### config.mk
export PLATFORM = sky130hd
export DESIGN_NAME = top_level
export DESIGN_NICKNAME = d
export VERILOG_FILES = /design/src/rtl/top_level.sv
export SDC_FILE = /design/constraint.sdc
export NUM_CORES = 1
export LEC_CHECK = 0
export ABC_CLOCK_PERIOD_IN_PS = 3500
export CORE_AREA = 2 2 39 41
export CTS_BUF_LIST = sky130_fd_sc_hd__clkbuf_4
export DETAILED_ROUTE_END_ITERATION = 8
export DIE_AREA = 0 0 41 43
export SLEW_MARGIN = 20
export SYNTH_ARGS = -nofsm -noshare
export SYNTH_HDL_FRONTEND = slang
export SYNTH_SLANG_ARGS = --single-unit
### constraint.sdc
create_clock -name clk -period 3.5 [get_ports clk]
set_input_delay 0.7 -clock clk [delete_from_list [all_inputs] [get_ports clk]]
set_output_delay 0.7 -clock clk [all_outputs]
set_load 0.03 [all_outputs]
### src/rtl/top_level.sv
// Extended Hamming (15,11)+overall-parity encoder.
// Reads 15 eleven-bit messages from bytes 0..29 of an internal 256-byte
// memory and writes the encoded 16-bit words to bytes 30..59.
// Encoding starts as soon as reset is released; done rises once all
// 15 messages have been written and holds until the next reset.

// 256 x 8 data memory: combinational read, synchronous write-enable write.
// Contents are deliberately untouched by reset so preloaded data survives.
module data_mem (
   input  logic       clk,
   input  logic       we,
   input  logic [7:0] addr,
   input  logic [7:0] wdata,
   output logic [7:0] rdata
);

   logic [7:0] core [256];

   // Asynchronous read of the currently addressed byte
   assign rdata = core[addr];

   // One write per clock when enabled
   always_ff @(posedge clk) begin
      if (we) begin
         core[addr] <= wdata;
      end
   end

endmodule

module top_level (
   input  logic clk,
   input  logic reset,
   output logic done
);

   typedef enum logic [2:0] {
      LD_LO = 3'd0,
      LD_HI = 3'd1,
      ST_HI = 3'd2,
      ST_LO = 3'd3,
      FIN   = 3'd4
   } state_t;

   localparam logic [3:0] LAST_MSG = 4'd14;

   state_t     state_q, state_d;
   logic [3:0] cnt_q,   cnt_d;
   logic [7:0] lo_q,    lo_d;     // d[8:1]
   logic [2:0] hi_q,    hi_d;     // d[11:9]
   logic       done_q,  done_d;

   logic       mem_we;
   logic [7:0] mem_addr;
   logic [7:0] mem_wdata;
   logic [7:0] mem_rdata;

   logic [11:1] d;
   logic        p8, p4, p2, p1, p0;
   logic [7:0]  enc_hi, enc_lo;
   logic [7:0]  msg_base;

   data_mem dm1 (
      .clk   (clk),
      .we    (mem_we),
      .addr  (mem_addr),
      .wdata (mem_wdata),
      .rdata (mem_rdata)
   );

   assign d        = {hi_q, lo_q};
   assign msg_base = {3'b000, cnt_q, 1'b0};

   // Parity bits and the two packed output bytes from the latched message
   always_comb begin
      p8 = ^d[11:5];
      p4 = d[11] ^ d[10] ^ d[9] ^ d[8] ^ d[4] ^ d[3] ^ d[2];
      p2 = d[11] ^ d[10] ^ d[7] ^ d[6] ^ d[4] ^ d[3] ^ d[1];
      p1 = d[11] ^ d[9]  ^ d[7] ^ d[5] ^ d[4] ^ d[2] ^ d[1];
      p0 = (^d) ^ p8 ^ p4 ^ p2 ^ p1;
      enc_hi = {d[11:5], p8};
      enc_lo = {d[4], d[3], d[2], p4, d[1], p2, p1, p0};
   end

   // Memory port steering; writes are suppressed while reset is held so
   // an unknown power-up state can never corrupt the memory
   always_comb begin
      mem_we    = 1'b0;
      mem_addr  = msg_base;
      mem_wdata = enc_lo;
      case (state_q)
         LD_LO: mem_addr = msg_base;
         LD_HI: mem_addr = msg_base + 8'd1;
         ST_HI: begin
            mem_we    = !reset;
            mem_addr  = msg_base + 8'd31;
            mem_wdata = enc_hi;
         end
         ST_LO: begin
            mem_we    = !reset;
            mem_addr  = msg_base + 8'd30;
            mem_wdata = enc_lo;
         end
         default: mem_we = 1'b0;
      endcase
   end

   // Controller next-state: load low byte, load high bits, store hi, store lo
   always_comb begin
      state_d = state_q;
      cnt_d   = cnt_q;
      lo_d    = lo_q;
      hi_d    = hi_q;
      done_d  = done_q;
      case (state_q)
         LD_LO: begin
            lo_d    = mem_rdata;
            state_d = LD_HI;
         end
         LD_HI: begin
            hi_d    = mem_rdata[2:0];
            state_d = ST_HI;
         end
         ST_HI: state_d = ST_LO;
         ST_LO: begin
            if (cnt_q == LAST_MSG) begin
               state_d = FIN;
               done_d  = 1'b1;
            end else begin
               cnt_d   = cnt_q + 4'd1;
               state_d = LD_LO;
            end
         end
         FIN: done_d = 1'b1;
         default: state_d = LD_LO;
      endcase
   end

   // Controller registers with synchronous reset
   always_ff @(posedge clk) begin
      if (reset) begin
         state_q <= LD_LO;
         cnt_q   <= 4'd0;
         lo_q    <= 8'd0;
         hi_q    <= 3'd0;
         done_q  <= 1'b0;
      end else begin
         state_q <= state_d;
         cnt_q   <= cnt_d;
         lo_q    <= lo_d;
         hi_q    <= hi_d;
         done_q  <= done_d;
      end
   end

   assign done = done_q;

endmodule

==> out/metrics.yaml <==
clock_tree:
  clk_latency_ns: 0.26
  clk_pin_slew_ns: 0.05
  cts_resized: 0
  numCtsBuffers: 3
  htree_num_levels: 1
  post_cts_buffers: 0
  clockBufferDepth: 2
  clockRootBuffer: "clkbuf_4"
  clock-sinks: 8
  cts_tree: "yes"
  postCtsHoldBufs: 0
logic_synthesis:
  avgSynthCellArea_um2: 9.50
  postSynthCellCount: 37
  yosysSeqAreaShare: 0.456
  ys_ff_latch: 8
  yosys_warnings: 0
  syn-num-nets: 41
  synth.distinct_cells: 17
  syn_area_um2: 352
worst_setup_path:
  cpPeakStageDelay_ns: 0.67
  r2r_end: "done"
  path_class: "reg2out"
  critPathRequiredTime_ns: 2.80
  crit_slowest_cell: "clkdlybuf4s50_1"
  cp-end-kind: "output port"
  worstPathBufferInverterCount: 1
  path_cells: "clkdlybuf4s50_1"
  r2r_start: "cnt_q[0]"
  critPathTopFamily: "buffers and inverters"
  cp_max_fo: 2
  crit_path_start_kind: "flop"
  r2r_slack_ns: 2.16
  worstPathArrival_ns: 1.24
  worstRegToRegCells: 5
hold_path:
  hp-start: "done"
  min_to: "done"
  hold_path.class: "reg2reg"
  hold_depth: 2
global_route:
  track_usage: 0.0936
  gr-total-overflow: 0
  grt_pass1_wl_um: 1040
  antenna_found_initial: 0
  grt_max_degree: 9
  grt_most_used_layer: "met1"
  grt_pass1_vias: 244
  grtUsageMet3: 0.0785
  met1_usage: 0.120
  use_met2: 0.100
final_layout:
  num_antenna_cells: 0
  nets: 47
  final_cell_mix: "8 x dfxtp_1, 5 x a21oi_1, 3 x inv_1, 3 x nand3_1, 3 x clkbuf_4"
  drive_gt1_frac: 0.122
  final_common_cell: "dfxtp_1"
  layout.cells.non_filler: 57
  area_growth_pct: 16.7
  final_area_um2: 410
power_and_ir_drop:
  power.density_nw_per_um2: 443
  ir_drop_uv: 140
  p_leak_nw: 0.159
  total_power_uw: 182
placement:
  gp_congestion: 0.640
  io_buffers: 2
  placed_area_um2: 388
  hpwlAfterDp_um: 431
  dpl.cell_count: 54
sta:
  worst_pin_slew_ns: 0.302
  clock_skew_ns: 0.00851
  min_period_over_period: 0.554
  hold_ws_ns: 0.451
  finalSetupViolations: 0
  period_minus_slack_ns: 1.94
  fin_setup_tns_ns: 0
  fmax_mhz: 516
  hold_viol: 0
  drv_slew: 0
  rsz0062_at_grt: "false"
  slew_headroom: 0.798
floorplanning:
  rows: 14
  ios: 3
  design.core.area_um2: 1380
  die_w_um: 41
  dieArea_um2: 1760
  die_y_um: 43
  initial_core_util: 0.254
job:
  maxCapViolations: 0
drt:
  avgViaCountPerCell: 4.86
  first_iter_violations: 4
  vias: 277
  remaining_drc_errors: 0
  wl_per_cell_um: 10.0
  routed_wl_um: 572
  dr.pass1.iters: 2
  postRouteAntennaNets: 0
status:
  status: "finished clean"
## flip-flops by register name, summed over array words and instances, names as in the netlist
register and count:
done 1, state_q 3, cnt_q 4
## where the power goes
group | switching (mW) | internal, mW
clock | 0.0311 | 0.0392
sequential | 0.00492 | 0.0947
combinational | 0.00576 | 0.00622
total | 0.0417 | 0.140
## cells in the mapped netlist
cell type / count / share of area
a21oi_1: 5 / 0.071
a22oi_1: 1 / 0.021
a311oi_1: 1 / 0.025
and3_1: 1 / 0.018
and3b_2: 1 / 0.028
clkbuf_1: 1 / 0.011
dfxtp_1: 8 / 0.46
ha_1: 2 / 0.071
inv_1: 3 / 0.032
nand3_1: 3 / 0.043
nand3b_4: 1 / 0.057
nor2_1: 2 / 0.021
nor3_1: 2 / 0.028
o21ai_0: 1 / 0.014
o31ai_1: 2 / 0.043
or3_1: 2 / 0.036
xnor2_1: 1 / 0.025
## per-layer routing
metal	vias to the layer above	part of all wire
met2	6	0.45
li1	143	-
met5	-	0
met4	0	0.014
met3	2	0.091
met1	126	0.44
## final cells by class
type | count | area (µm²)
timing repair buffer | 2 | 20.0
inverter | 3 | 11.3
fill | 156 | 973
clock buffer | 3 | 22.5
multi-input combinational | 25 | 176
tap | 16 | 20.0
sequential | 8 | 160
## kinds of logic after synthesis
logic type | Yosys count | share of synthesized area
adders and majority gates | 2 | 0.0712
and+or+nand+nor | 12 | 0.231
AOI/OAI and AO/OA | 10 | 0.174
xor gates and xnor gates | 1 | 0.0249
DFF | 8 | 0.456
buffers and inverters | 4 | 0.0427
## how the worst max path moves through the flow
stage,startpoint,cells after the start,endpoint
floorplan,cnt_q[0],5,done
global placement,done,1,done
finish,done,1,done
detailed placement,done,1,done
global route,done,1,done
CTS,done,1,done
## through the flow
step	setup WS [ns]	util
floorplan	2.29	-
global placement	1.83	0.280
detailed placement	1.83	0.280
CTS	1.55	0.297
global route	1.53	0.297
finish	1.56	0.297
No activity file was read; power rests on OpenSTA's default activity.
